[config.mk]
export PLATFORM = sky130hd
export DESIGN_NAME = byte_packer
export DESIGN_NICKNAME = d
export VERILOG_FILES = /design/src/rtl/byte_packer_pkg.sv /design/src/rtl/byte_packer.sv
export SDC_FILE = /design/constraint.sdc
export NUM_CORES = 1
export LEC_CHECK = 0
export ABC_AREA = 1
export ABC_CLOCK_PERIOD_IN_PS = 3950
export CAP_MARGIN = 20
export CORE_UTILIZATION = 35
export CTS_BUF_LIST = sky130_fd_sc_hd__clkbuf_4 sky130_fd_sc_hd__clkbuf_8 sky130_fd_sc_hd__clkbuf_16
export DETAILED_ROUTE_END_ITERATION = 6
export HOLD_SLACK_MARGIN = 0.15
export PLACE_DENSITY = 0.7
export SLEW_MARGIN = 20
export SYNTH_ARGS = -nofsm -noshare
export SYNTH_HDL_FRONTEND = slang
export SYNTH_SLANG_ARGS = --single-unit
export TNS_END_PERCENT = 1
[constraint.sdc]
create_clock -name clk -period 3.95 [get_ports clk]
set_input_delay 0.79 -clock clk [delete_from_list [all_inputs] [get_ports clk]]
set_output_delay 0.79 -clock clk [all_outputs]
set_load 0.05 [all_outputs]
[src/rtl/byte_packer_pkg.sv]
// rtl/byte_packer_pkg.sv - shared constants and state encoding for byte_packer
package byte_packer_pkg;

  localparam int BYTE_W             = 8;
  // 256-bit ECDSA operand
  localparam int DEFAULT_WORD_BYTES = 32;

  localparam logic [0:0] ST_FILL = 1'b0;
  localparam logic [0:0] ST_HOLD = 1'b1;

endpackage

[src/rtl/byte_packer.sv]
// rtl/byte_packer.sv - packs bytes from an 8-bit fifo into WORD_BYTES-wide words
module byte_packer
  import byte_packer_pkg::*;
#(
  parameter int WORD_BYTES = DEFAULT_WORD_BYTES,
  parameter bit MSB_FIRST  = 1'b1
) (
  input  logic                         clk,
  input  logic                         rst_n,
  input  logic                         fifo_empty,
  output logic                         fifo_r_en,
  input  logic [BYTE_W-1:0]            fifo_data_r,
  input  logic                         flush,
  output logic                         word_valid,
  input  logic                         word_ready,
  output logic [BYTE_W*WORD_BYTES-1:0] word_data,
  output logic [6:0]                   byte_cnt
);

  localparam int         W      = BYTE_W * WORD_BYTES;
  localparam logic [6:0] WB_CNT = 7'(WORD_BYTES);

  logic [0:0]   state_q, state_d;
  logic [6:0]   req_cnt_q, req_cnt_d;
  logic [6:0]   byte_cnt_q, byte_cnt_d;
  logic         pend_q, pend_d;
  logic [W-1:0] word_q, word_d;
  logic [W-1:0] word_shift;

  always_comb begin
    if (MSB_FIRST) word_shift = {word_q[W-BYTE_W-1:0], fifo_data_r};
    else           word_shift = {fifo_data_r, word_q[W-1:BYTE_W]};
  end

  // Gated by rst_n so no read is issued while the upstream fifo is held in reset.
  assign fifo_r_en = rst_n && (state_q == ST_FILL) && !fifo_empty && !flush
                     && (req_cnt_q < WB_CNT);

  always_comb begin
    state_d    = state_q;
    req_cnt_d  = req_cnt_q;
    byte_cnt_d = byte_cnt_q;
    word_d     = word_q;
    pend_d     = fifo_r_en;
    if (flush) begin
      // Also drops a byte still in flight from the previous cycle's grant.
      state_d    = ST_FILL;
      req_cnt_d  = '0;
      byte_cnt_d = '0;
      word_d     = '0;
      pend_d     = 1'b0;
    end else if (state_q == ST_HOLD) begin
      if (word_ready) begin
        state_d    = ST_FILL;
        req_cnt_d  = '0;
        byte_cnt_d = '0;
        word_d     = '0;
      end
    end else begin
      if (fifo_r_en) req_cnt_d = req_cnt_q + 7'd1;
      if (pend_q) begin
        word_d     = word_shift;
        byte_cnt_d = byte_cnt_q + 7'd1;
        if (byte_cnt_q + 7'd1 == WB_CNT) state_d = ST_HOLD;
      end
    end
  end

  always_ff @(posedge clk or negedge rst_n) begin
    if (!rst_n) begin
      state_q    <= ST_FILL;
      req_cnt_q  <= '0;
      byte_cnt_q <= '0;
      pend_q     <= 1'b0;
      word_q     <= '0;
    end else begin
      state_q    <= state_d;
      req_cnt_q  <= req_cnt_d;
      byte_cnt_q <= byte_cnt_d;
      pend_q     <= pend_d;
      word_q     <= word_d;
    end
  end

  assign word_valid = (state_q == ST_HOLD);
  assign word_data  = word_q;
  assign byte_cnt   = byte_cnt_q;

endmodule

==> flow_summary.ini <==
[die]
core_um2 = 29950
dieArea_um2 = 31520
start_util_pct = 36.01
die_h_um = 177.6
ios = 278
die_x_um = 177.6
num_rows = 63

[synth]
yosysSeqAreaShare_pct = 63.10
synth_top_cell_area_share_pct = 63.10
synthCells = 942
ys_ff_latch = 272
synth-edff-count = 0
ys_top_cells_by_area = dfrtp_1 (63%), o22ai_2 (12%), inv_1 (9.2%)
synth_ff_type = dfrtp_1
syn_area_um2 = 10790
async_flop_share_pct = 100.0
syn_area_per_cell_um2 = 11.45
synth_most_common_cell = dfrtp_1
synth_warnings = 0
synth_fp_nets = 958
synth.distinct_cells = 22
synth_common_cells = dfrtp_1 (272), inv_1 (265), o22ai_1 (143)
synth_largest_area_cell = dfrtp_1

[final_layout]
stdcell_area_um2 = 14900
utilization_pct = 49.75
drive_above_1_share_pct = 14.30
layout.nets = 1226
insertedDiodeCount = 0
syn_to_final_growth_pct = 38.15

[pwr]
seqPwrFrac_pct = 49.0
power_density_nw_per_um2 = 383.5
internal-power_uw = 4454
power.switching_uw = 1261
combPwrFrac_pct = 4.2
power_frac_clock_pct = 46.8
switching_share_pct = 22.06
peakVddDrop_v = 0.0003030
leakagePower_uw = 0.005922

[clock_network]
cts_tree = done
holdBufCountCts = 1
cts_resized = 0
htree_levels = 1
cts_buffer_depth = 3
cts_setup_buffers = 0
numCtsBuffers = 29
clock-root-buffer = clkbuf_16
clock-sinks = 272
clock_latency_ns = 0.54
path_clk_slew_ns = 0.06

[routing]
viasPerCell = 4.850
wl_per_cell_um = 17.07
drt_iter0_markers = 508
drc_errors = 0
dr_total_vias = 7862
antenna_left = 0
drt-total-wl_um = 27670
dr.pass1.iters = 4

[sta]
worst_slack_ns = 0.7727
relSlewSlack_pct = 40.91
timing_hold_violations_final = 0
tns_ns = 0
tightestPinTransition_ns = 0.8863
fin_crit_ns = 3.177
rsz0062_at_grt = false
post-route-period-util_pct = 80.44
setup_violations = 0
max_freq_ghz = 0.3147
whs_ns = 0.4815
drv_slew = 0
finClkSkew_ns = 0.009600

[setup_path]
cp_slowest_cell = dlygate4sd3_1
cp_max_fo = 44
endpoint_kind = output port
r2r-end = word_data[77]
r2r_slack_ns = 1.63
arrival_ns = 2.39
crit_chain = dlygate4sd3_1, buf_8, inv_1, nor2_1, nand3_1, inv_1, buf_12
crit_start = rst_n
rr_worst_depth = 5
cp-endpoint = fifo_r_en
reg2reg_from = pend_q
crit_type = in2out
critical_path.startpoint_type = input pin
crit_required_ns = 3.16
cpPeakStageDelay_ns = 0.56
crit_top_cell = inv_1

[global_routing]
grt_overflow = 0
grt_pass1_wl_um = 43640
grt_pass1_vias = 8023
grt_max_degree = 151
grt_antenna_before_repair = 0
track_usage_pct = 17.23

[run_status]
run_status = completed

[placement]
dpl_cell_area_um2 = 13940
gp_congestion = 0.8023
dp_slack_ns = 0.8242
io_buffers = 277
dp.final_hpwl_um = 18870

[min_path]
hp-class = reg2reg

[flow_run]
maxCapViolations = 0
## how the worst min path moves through the flow
stage               depth (start not counted)           start             end  slack, ns
floorplan                                   2    req_cnt_q[6]    req_cnt_q[6]       0.47
global placement                            2  word_data[248]  word_data[248]       0.47
detailed placement                          2  word_data[252]  word_data[252]       0.47
CTS                                         2  word_data[252]  word_data[252]       0.49
global route                                2  word_data[248]  word_data[248]       0.51
finish                                      2  word_data[252]  word_data[252]       0.48
## layout make-up
cell class,instances,area (um^2)
well taps,390,488.0
multi-input cells,345,2669
clock inverters,11,115.1
repair buffers,295,2979
flip-flops and latches,272,6807
fillers,2691,15050
clock buffers,41,834.6
inverters,267,1010
## sequential cells by signal, indices dropped and copies added, names as in the netlist
register    cells
pend_q          1
word_valid      1
word_data     256
req_cnt_q       7
byte_cnt        7
## metrics by stage
| step | cells | total power (uW) |
|---|---|---|
| 2_1_floorplan | 942 | 2990 |
| 3_3_place_gp | 1568 | 3093 |
| 3_5_place_dp | 1568 | 3094 |
| 4_1_cts | 1621 | 5799 |
| 5_1_grt | 1621 | 5914 |
| 6_report | 1621 | 5715 |
## routing by layer
metal / part of all wire, % / wire length (um) / GRT usage (%) / vias up
li1: - / - / - / 3670
met1: 43 / 12000 / 22.78 / 3900
met2: 46 / 12840 / 27.43 / 250
met3: 8.6 / 2379 / 5.591 / 42
met4: 1.6 / 455 / 3.953 / 0
met5: 0 / 0 / 0 / -
## power by group through the flow
| stage | logic [uW] | registers (uW) | clock network (uW) |
|---|---|---|---|
| floorplan | 127 | 2860 | 0 |
| global placement | 243 | 2850 | 0 |
| detailed placement | 244 | 2850 | 0 |
| CTS | 245 | 2800 | 2760 |
| global route | 264 | 2800 | 2850 |
| finish | 241 | 2800 | 2670 |
## cell families (layout without fill, tap and decap cells)
| kind of cell | count (synthesis) | after routing | share of synthesized area [%] |
|---|---|---|---|
| AND/OR/NAND/NOR | 68 | 68 | 2.865 |
| AO/OA/AOI/OAI | 273 | 273 | 21.32 |
| adder cells (fa/ha/maj) | 3 | 3 | 0.3480 |
| buffers and inverters | 325 | 614 | 12.28 |
| XOR/XNOR | 1 | 1 | 0.08121 |
| flip-flops | 272 | 272 | 63.10 |
## placed cells by master (no fill, tap or decap), types with 2 or more instances in the layout
| cell | netlist | layout |
|---|---|---|
| clkdlybuf4s50_1 | 0 | 275 |
| ha_1 | 3 | 3 |
| nand3b_1 | 3 | 3 |
| buf_12 | 0 | 5 |
| clkbuf_4 | 0 | 9 |
| o22ai_1 | 143 | 143 |
| nor2_1 | 9 | 9 |
| dfrtp_1 | 272 | 272 |
| buf_4 | 1 | 12 |
| clkbuf_16 | 0 | 29 |
| o21ai_0 | 24 | 24 |
| clkinv_2 | 0 | 6 |
| a21oi_1 | 5 | 5 |
| nand4_1 | 4 | 4 |
| nand3_1 | 18 | 18 |
| bufinv_16 | 0 | 2 |
| o22ai_2 | 100 | 100 |
| nand2_1 | 32 | 32 |
| inv_1 | 265 | 265 |
| clkbuf_8 | 0 | 3 |
## critical path, delay by kind of cell
kind                   cells  cell delay (ns)
buffers and inverters      5             1.26
AND/OR/NAND/NOR            2             0.29
No activity file was read; power rests on OpenSTA's default activity.
